## config.mk

```make
export PLATFORM = sky130hd
export DESIGN_NAME = boot_loader
export DESIGN_NICKNAME = d
export VERILOG_FILES = /design/src/rtl/boot_loader.sv
export SDC_FILE = /design/constraint.sdc
export NUM_CORES = 1
export LEC_CHECK = 0
export CAP_MARGIN = 20
export CORE_AREA = 5 5 134 136
export DETAILED_ROUTE_END_ITERATION = 6
export DIE_AREA = 0 0 139 141
export PLACE_DENSITY_LB_ADDON = 0.1
export SYNTH_ARGS = -nofsm -noshare
export SYNTH_HDL_FRONTEND = slang
export SYNTH_SLANG_ARGS = --single-unit
```

## constraint.sdc

```tcl
create_clock -name clk -period 5.4 [get_ports clk]
set_clock_uncertainty 0.15 [all_clocks]
set_input_delay 0.81 -clock clk [delete_from_list [all_inputs] [get_ports clk]]
set_output_delay 0.81 -clock clk [all_outputs]
set_load 0.05 [all_outputs]
```

## src/rtl/boot_loader.sv

```systemverilog
// Framed byte-stream image loader: holds the core in reset, writes little-endian
// words to memory from address 0, checks an XOR checksum, then releases the core.
//
// state  | meaning
// S_LEN  | collecting the 4-byte little-endian word count N
// S_DATA | collecting payload bytes, one memory write per completed word
// S_CSUM | waiting for the checksum byte
// S_DONE | image accepted, core released (terminal)
// S_ERR  | length or checksum failure (terminal)
module boot_loader #(
   parameter int MEM_WORDS = 256
) (
   input  logic        clk,
   input  logic        reset,
   input  logic        in_valid,
   output logic        in_ready,
   input  logic [7:0]  in_byte,
   output logic        mem_we,
   output logic [31:0] mem_addr,
   output logic [31:0] mem_wdata,
   output logic        core_reset,
   output logic        done,
   output logic        error
);

   localparam int IW = $clog2(MEM_WORDS) + 1;

   typedef enum logic [2:0] {S_LEN, S_DATA, S_CSUM, S_DONE, S_ERR} state_t;

   state_t        state_q, state_d;
   logic [31:0]   len_q, len_d;
   logic [1:0]    byte_cnt_q, byte_cnt_d;
   logic [IW-1:0] word_idx_q, word_idx_d;
   logic [7:0]    csum_q, csum_d;
   logic [23:0]   word_q, word_d;
   logic          mem_we_q, mem_we_d;
   logic [31:0]   mem_addr_q, mem_addr_d;
   logic [31:0]   mem_wdata_q, mem_wdata_d;

   logic          active;
   logic          xfer;
   logic [31:0]   len_full;
   logic [31:0]   word_full;
   logic [31:0]   idx_next_ext;

   assign active    = (state_q == S_LEN) || (state_q == S_DATA) || (state_q == S_CSUM);
   assign in_ready  = active && !reset;
   assign xfer      = in_valid && in_ready;
   // Bytes arrive LSB first, so shift each new byte in from the top.
   assign len_full  = {in_byte, len_q[31:8]};
   assign word_full = {in_byte, word_q};
   assign idx_next_ext = {{(32-IW){1'b0}}, word_idx_q} + 32'd1;

   always_comb begin
      state_d     = state_q;
      len_d       = len_q;
      byte_cnt_d  = byte_cnt_q;
      word_idx_d  = word_idx_q;
      csum_d      = csum_q;
      word_d      = word_q;
      mem_we_d    = 1'b0;
      mem_addr_d  = mem_addr_q;
      mem_wdata_d = mem_wdata_q;
      case (state_q)
         S_LEN: begin
            if (xfer) begin
               len_d      = len_full;
               byte_cnt_d = byte_cnt_q + 2'd1;
               if (byte_cnt_q == 2'd3) begin
                  if (len_full > 32'(MEM_WORDS)) state_d = S_ERR;
                  else if (len_full == 32'd0)    state_d = S_CSUM;
                  else                           state_d = S_DATA;
               end
            end
         end
         S_DATA: begin
            if (xfer) begin
               word_d     = word_full[31:8];
               csum_d     = csum_q ^ in_byte;
               byte_cnt_d = byte_cnt_q + 2'd1;
               if (byte_cnt_q == 2'd3) begin
                  mem_we_d    = 1'b1;
                  mem_addr_d  = {{(32-IW-2){1'b0}}, word_idx_q, 2'b00};
                  mem_wdata_d = word_full;
                  word_idx_d  = word_idx_q + {{(IW-1){1'b0}}, 1'b1};
                  if (idx_next_ext == len_q) state_d = S_CSUM;
               end
            end
         end
         S_CSUM: begin
            if (xfer) state_d = (in_byte == csum_q) ? S_DONE : S_ERR;
         end
         default: ;
      endcase
   end

   always_ff @(posedge clk) begin
      if (reset) begin
         state_q     <= S_LEN;
         len_q       <= '0;
         byte_cnt_q  <= '0;
         word_idx_q  <= '0;
         csum_q      <= '0;
         word_q      <= '0;
         mem_we_q    <= 1'b0;
         mem_addr_q  <= '0;
         mem_wdata_q <= '0;
      end else begin
         state_q     <= state_d;
         len_q       <= len_d;
         byte_cnt_q  <= byte_cnt_d;
         word_idx_q  <= word_idx_d;
         csum_q      <= csum_d;
         word_q      <= word_d;
         mem_we_q    <= mem_we_d;
         mem_addr_q  <= mem_addr_d;
         mem_wdata_q <= mem_wdata_d;
      end
   end

   assign mem_we     = mem_we_q;
   assign mem_addr   = mem_addr_q;
   assign mem_wdata  = mem_wdata_q;
   assign core_reset = (state_q != S_DONE);
   assign done       = (state_q == S_DONE);
   assign error      = (state_q == S_ERR);

endmodule

```

==> impl_metrics.toml <==
[run_status]
status = "finished clean"

[yosys]
synth_top_area_frac = 0.489
synth-simple-area-share = 0.237
syn_inst = 618
yosysTopAreaCell = "dfxtp_1"
synthTopCellsByCount = "nand2_1 (202), dfxtp_1 (120), a21oi_1 (104)"
synth_edf_count = 0
synth_top_family_by_area = "simple AND/OR/NAND/NOR gates"
avgSynthCellArea_um2 = 7.95
synth_seq_cells = 120
synthAdderAreaFrac = 0.00509
yosysMostFrequentCell = "nand2_1"
synth.area.mux_share = 0.00407
synth_compound_area_frac = 0.128
yosys-top-cells-area = "dfxtp_1 (49%), nand2_1 (15%), a21oi_1 (11%), buf_4 (4.0%), xor2_1 (3.4%)"
syn_area_um2 = 4910
synth-seq-area-share = 0.489
synth-xor-area-share = 0.0642
yosys_most_used_dff = "dfxtp_1"
async_flop_share = 0
synth_cell_types = 39
ys.warnings.count = 0

[clocking]
cts-resized-gates = 0
cts_max_level = 4
post_cts.repair.setup_buffers = 0
clock_path_buffers = 2
cts_tree = "built"
cts_hold_buf = 0
root_buffer = "clkbuf_16"
clock_sinks = 120
clkSlewWorstSetupHoldPaths_ns = 0.05
clock_latency_ns = 0.42
cts_inserted_buffers = 17

[critical_path]
timing.rr.end = "word_idx_q[5]"
worstSetupEndpointType = "flip-flop"
rrSetupSlack_ns = 2.53
r2r_cells = 8
critPathArrivalTime_ns = 3.54
path_class = "in2reg"
reg2reg_from = "state_q[0]"
worstPathMaxFanout = 51
worstPathRequired_ns = 5.52
worstSetupStartpointType = "primary input"

[global_routing]
antenna_found_initial = 0
grt.total_usage = 0.127
grt_pass1_wl_mm = 20.0
grt_max_degree = 90
grt_overflow = 0
grt_pass1_vias = 3872

[power]
p_total_uw = 2160
p_leak_uw = 0.00214
powerDensity_nw_per_um2 = 351
peakVddDrop_mv = 0.207

[placement]
gp_congestion = 0.725
port_buffers = 56
post-dp-hpwl_mm = 8.16
placedCellCount = 863

[sta]
maxSlewHeadroom = 0.374
final.min_clock_period_ns = 3.42
finalHoldViolCount = 0
slew_viol_final = 0
finalCritPeriodShare = 0.634
max_freq_mhz = 292
setup_viol = 0
grt_setup_unrepaired = "no"
fin_setup_tns_ns = 0
worstMarginPinSlew_ns = 0.938

[drt]
vias = 4039
detail-route-antenna-nets = 0
firstDrtPassIters = 5
avgRoutedWirePerCell_um = 13.5
post-route-drc-count = 0
vias_per_cell = 4.52
drtIter0Drc = 199
totalWireLength_mm = 12.1

[die]
coreArea_um2 = 16800
die_w_um = 139
row_count = 48
initial_utilization = 0.292
dieArea_um2 = 19600
die_y_um = 141
io_pins = 80

[final_layout]
stdcell_count = 894
num-nets-final = 670
drive_gt1_frac = 0.0613
syn2layout_area_growth_pct = 25.3
antenna_cells = 0

[min_path]
holdCritPathClass = "reg2reg"
min_from = "mem_wdata[10]"
hold_end = "mem_wdata[10]"
hold_depth = 2

[run]
maxCapViolCount = 0
==> worst max path at each step <==
stage	from	end	slack [ns]	cells after the start
after floorplan	reset	in_ready	2.57	3
after global placement	in_valid	word_idx_q[5]	1.50	9
after detailed placement	in_valid	word_idx_q[5]	1.46	9
after CTS	in_valid	word_idx_q[5]	1.88	9
after global routing	in_valid	word_idx_q[5]	1.62	9
final	in_valid	word_idx_q[5]	1.98	9
==> per-layer routing <==
| metal | up-vias | global-route usage | routed length, um |
|---|---|---|---|
| met5 | - | 0 | 0 |
| met4 | 0 | 0.0433 | 171 |
| met3 | 12 | 0.0421 | 553 |
| met2 | 86 | 0.194 | 5330 |
| met1 | 1881 | 0.168 | 6040 |
| li1 | 2060 | - | - |
==> placed cells by master (no fill, tap or decap), types with 5 or more instances in the layout <==
cell type | netlist | final
nor4_1 | 7 | 7
o21ai_0 | 8 | 8
xnor2_1 | 17 | 17
xor2_1 | 19 | 19
nor2_1 | 22 | 22
clkbuf_16 | 0 | 17
a21oi_1 | 104 | 104
nand2_1 | 202 | 202
conb_1 | 1 | 23
nand4_1 | 5 | 5
nand3_1 | 6 | 6
dfxtp_1 | 120 | 120
nor2b_1 | 5 | 5
clkdlybuf4s50_1 | 0 | 55
nor3_1 | 5 | 5
==> layout make-up <==
type / instances / area, um2
clock buffer: 21 / 470
clock inverter: 10 / 144
fill: 1762 / 10700
inverter: 3 / 11.3
multi-input combinational: 455 / 2240
sequential: 120 / 2400
tap: 225 / 282
timing repair buffer: 60 / 608
==> logic make-up (layout without fill, tap and decap cells) <==
group / after synthesis / count (layout)
other cells: 1 / 23
simple gates: 272 / 272
xor+xnor: 36 / 36
buf+inv: 65 / 94
fa+ha+maj: 2 / 2
mux: 2 / 2
flops: 120 / 120
compound gates: 120 / 120
==> registers in the layout (all words and copies together) (netlist names) <==
register    count
word_q         24
csum_q          8
mem_wdata      32
mem_we          1
word_idx_q      9
mem_addr        9
len_q          32
state_q         3
byte_cnt_q      2
==> worst max-delay path: stages <==
cell             delay (ns)
clkdlybuf4s50_1        0.49
nor2b_1                0.31
and2_1                 0.18
buf_4                  0.27
nand2_4                0.37
inv_2                  0.71
nand2_1                0.14
xnor2_1                0.17
nor2_1                 0.05
==> per-stage QoR <==
stage               utilization  hold slack (ns)  worst slack (ns)  cell area (um2)
floorplan                     -            0.282              2.57             5000
global placement          0.328            0.296              1.50             5520
detailed placement        0.330            0.298              1.46             5540
CTS                       0.366            0.306              1.88             6160
global route              0.366            0.318              1.62             6160
finish                    0.366            0.302              1.98             6160
==> report_power, final <==
part           total [uW]  switching [uW]  internal (uW)
Clock                1170             404            761
Sequential            896            4.73            891
Combinational        97.8            76.8           21.0
Total                2160             485           1670
Note: power is estimated with default switching activity, not from simulation.
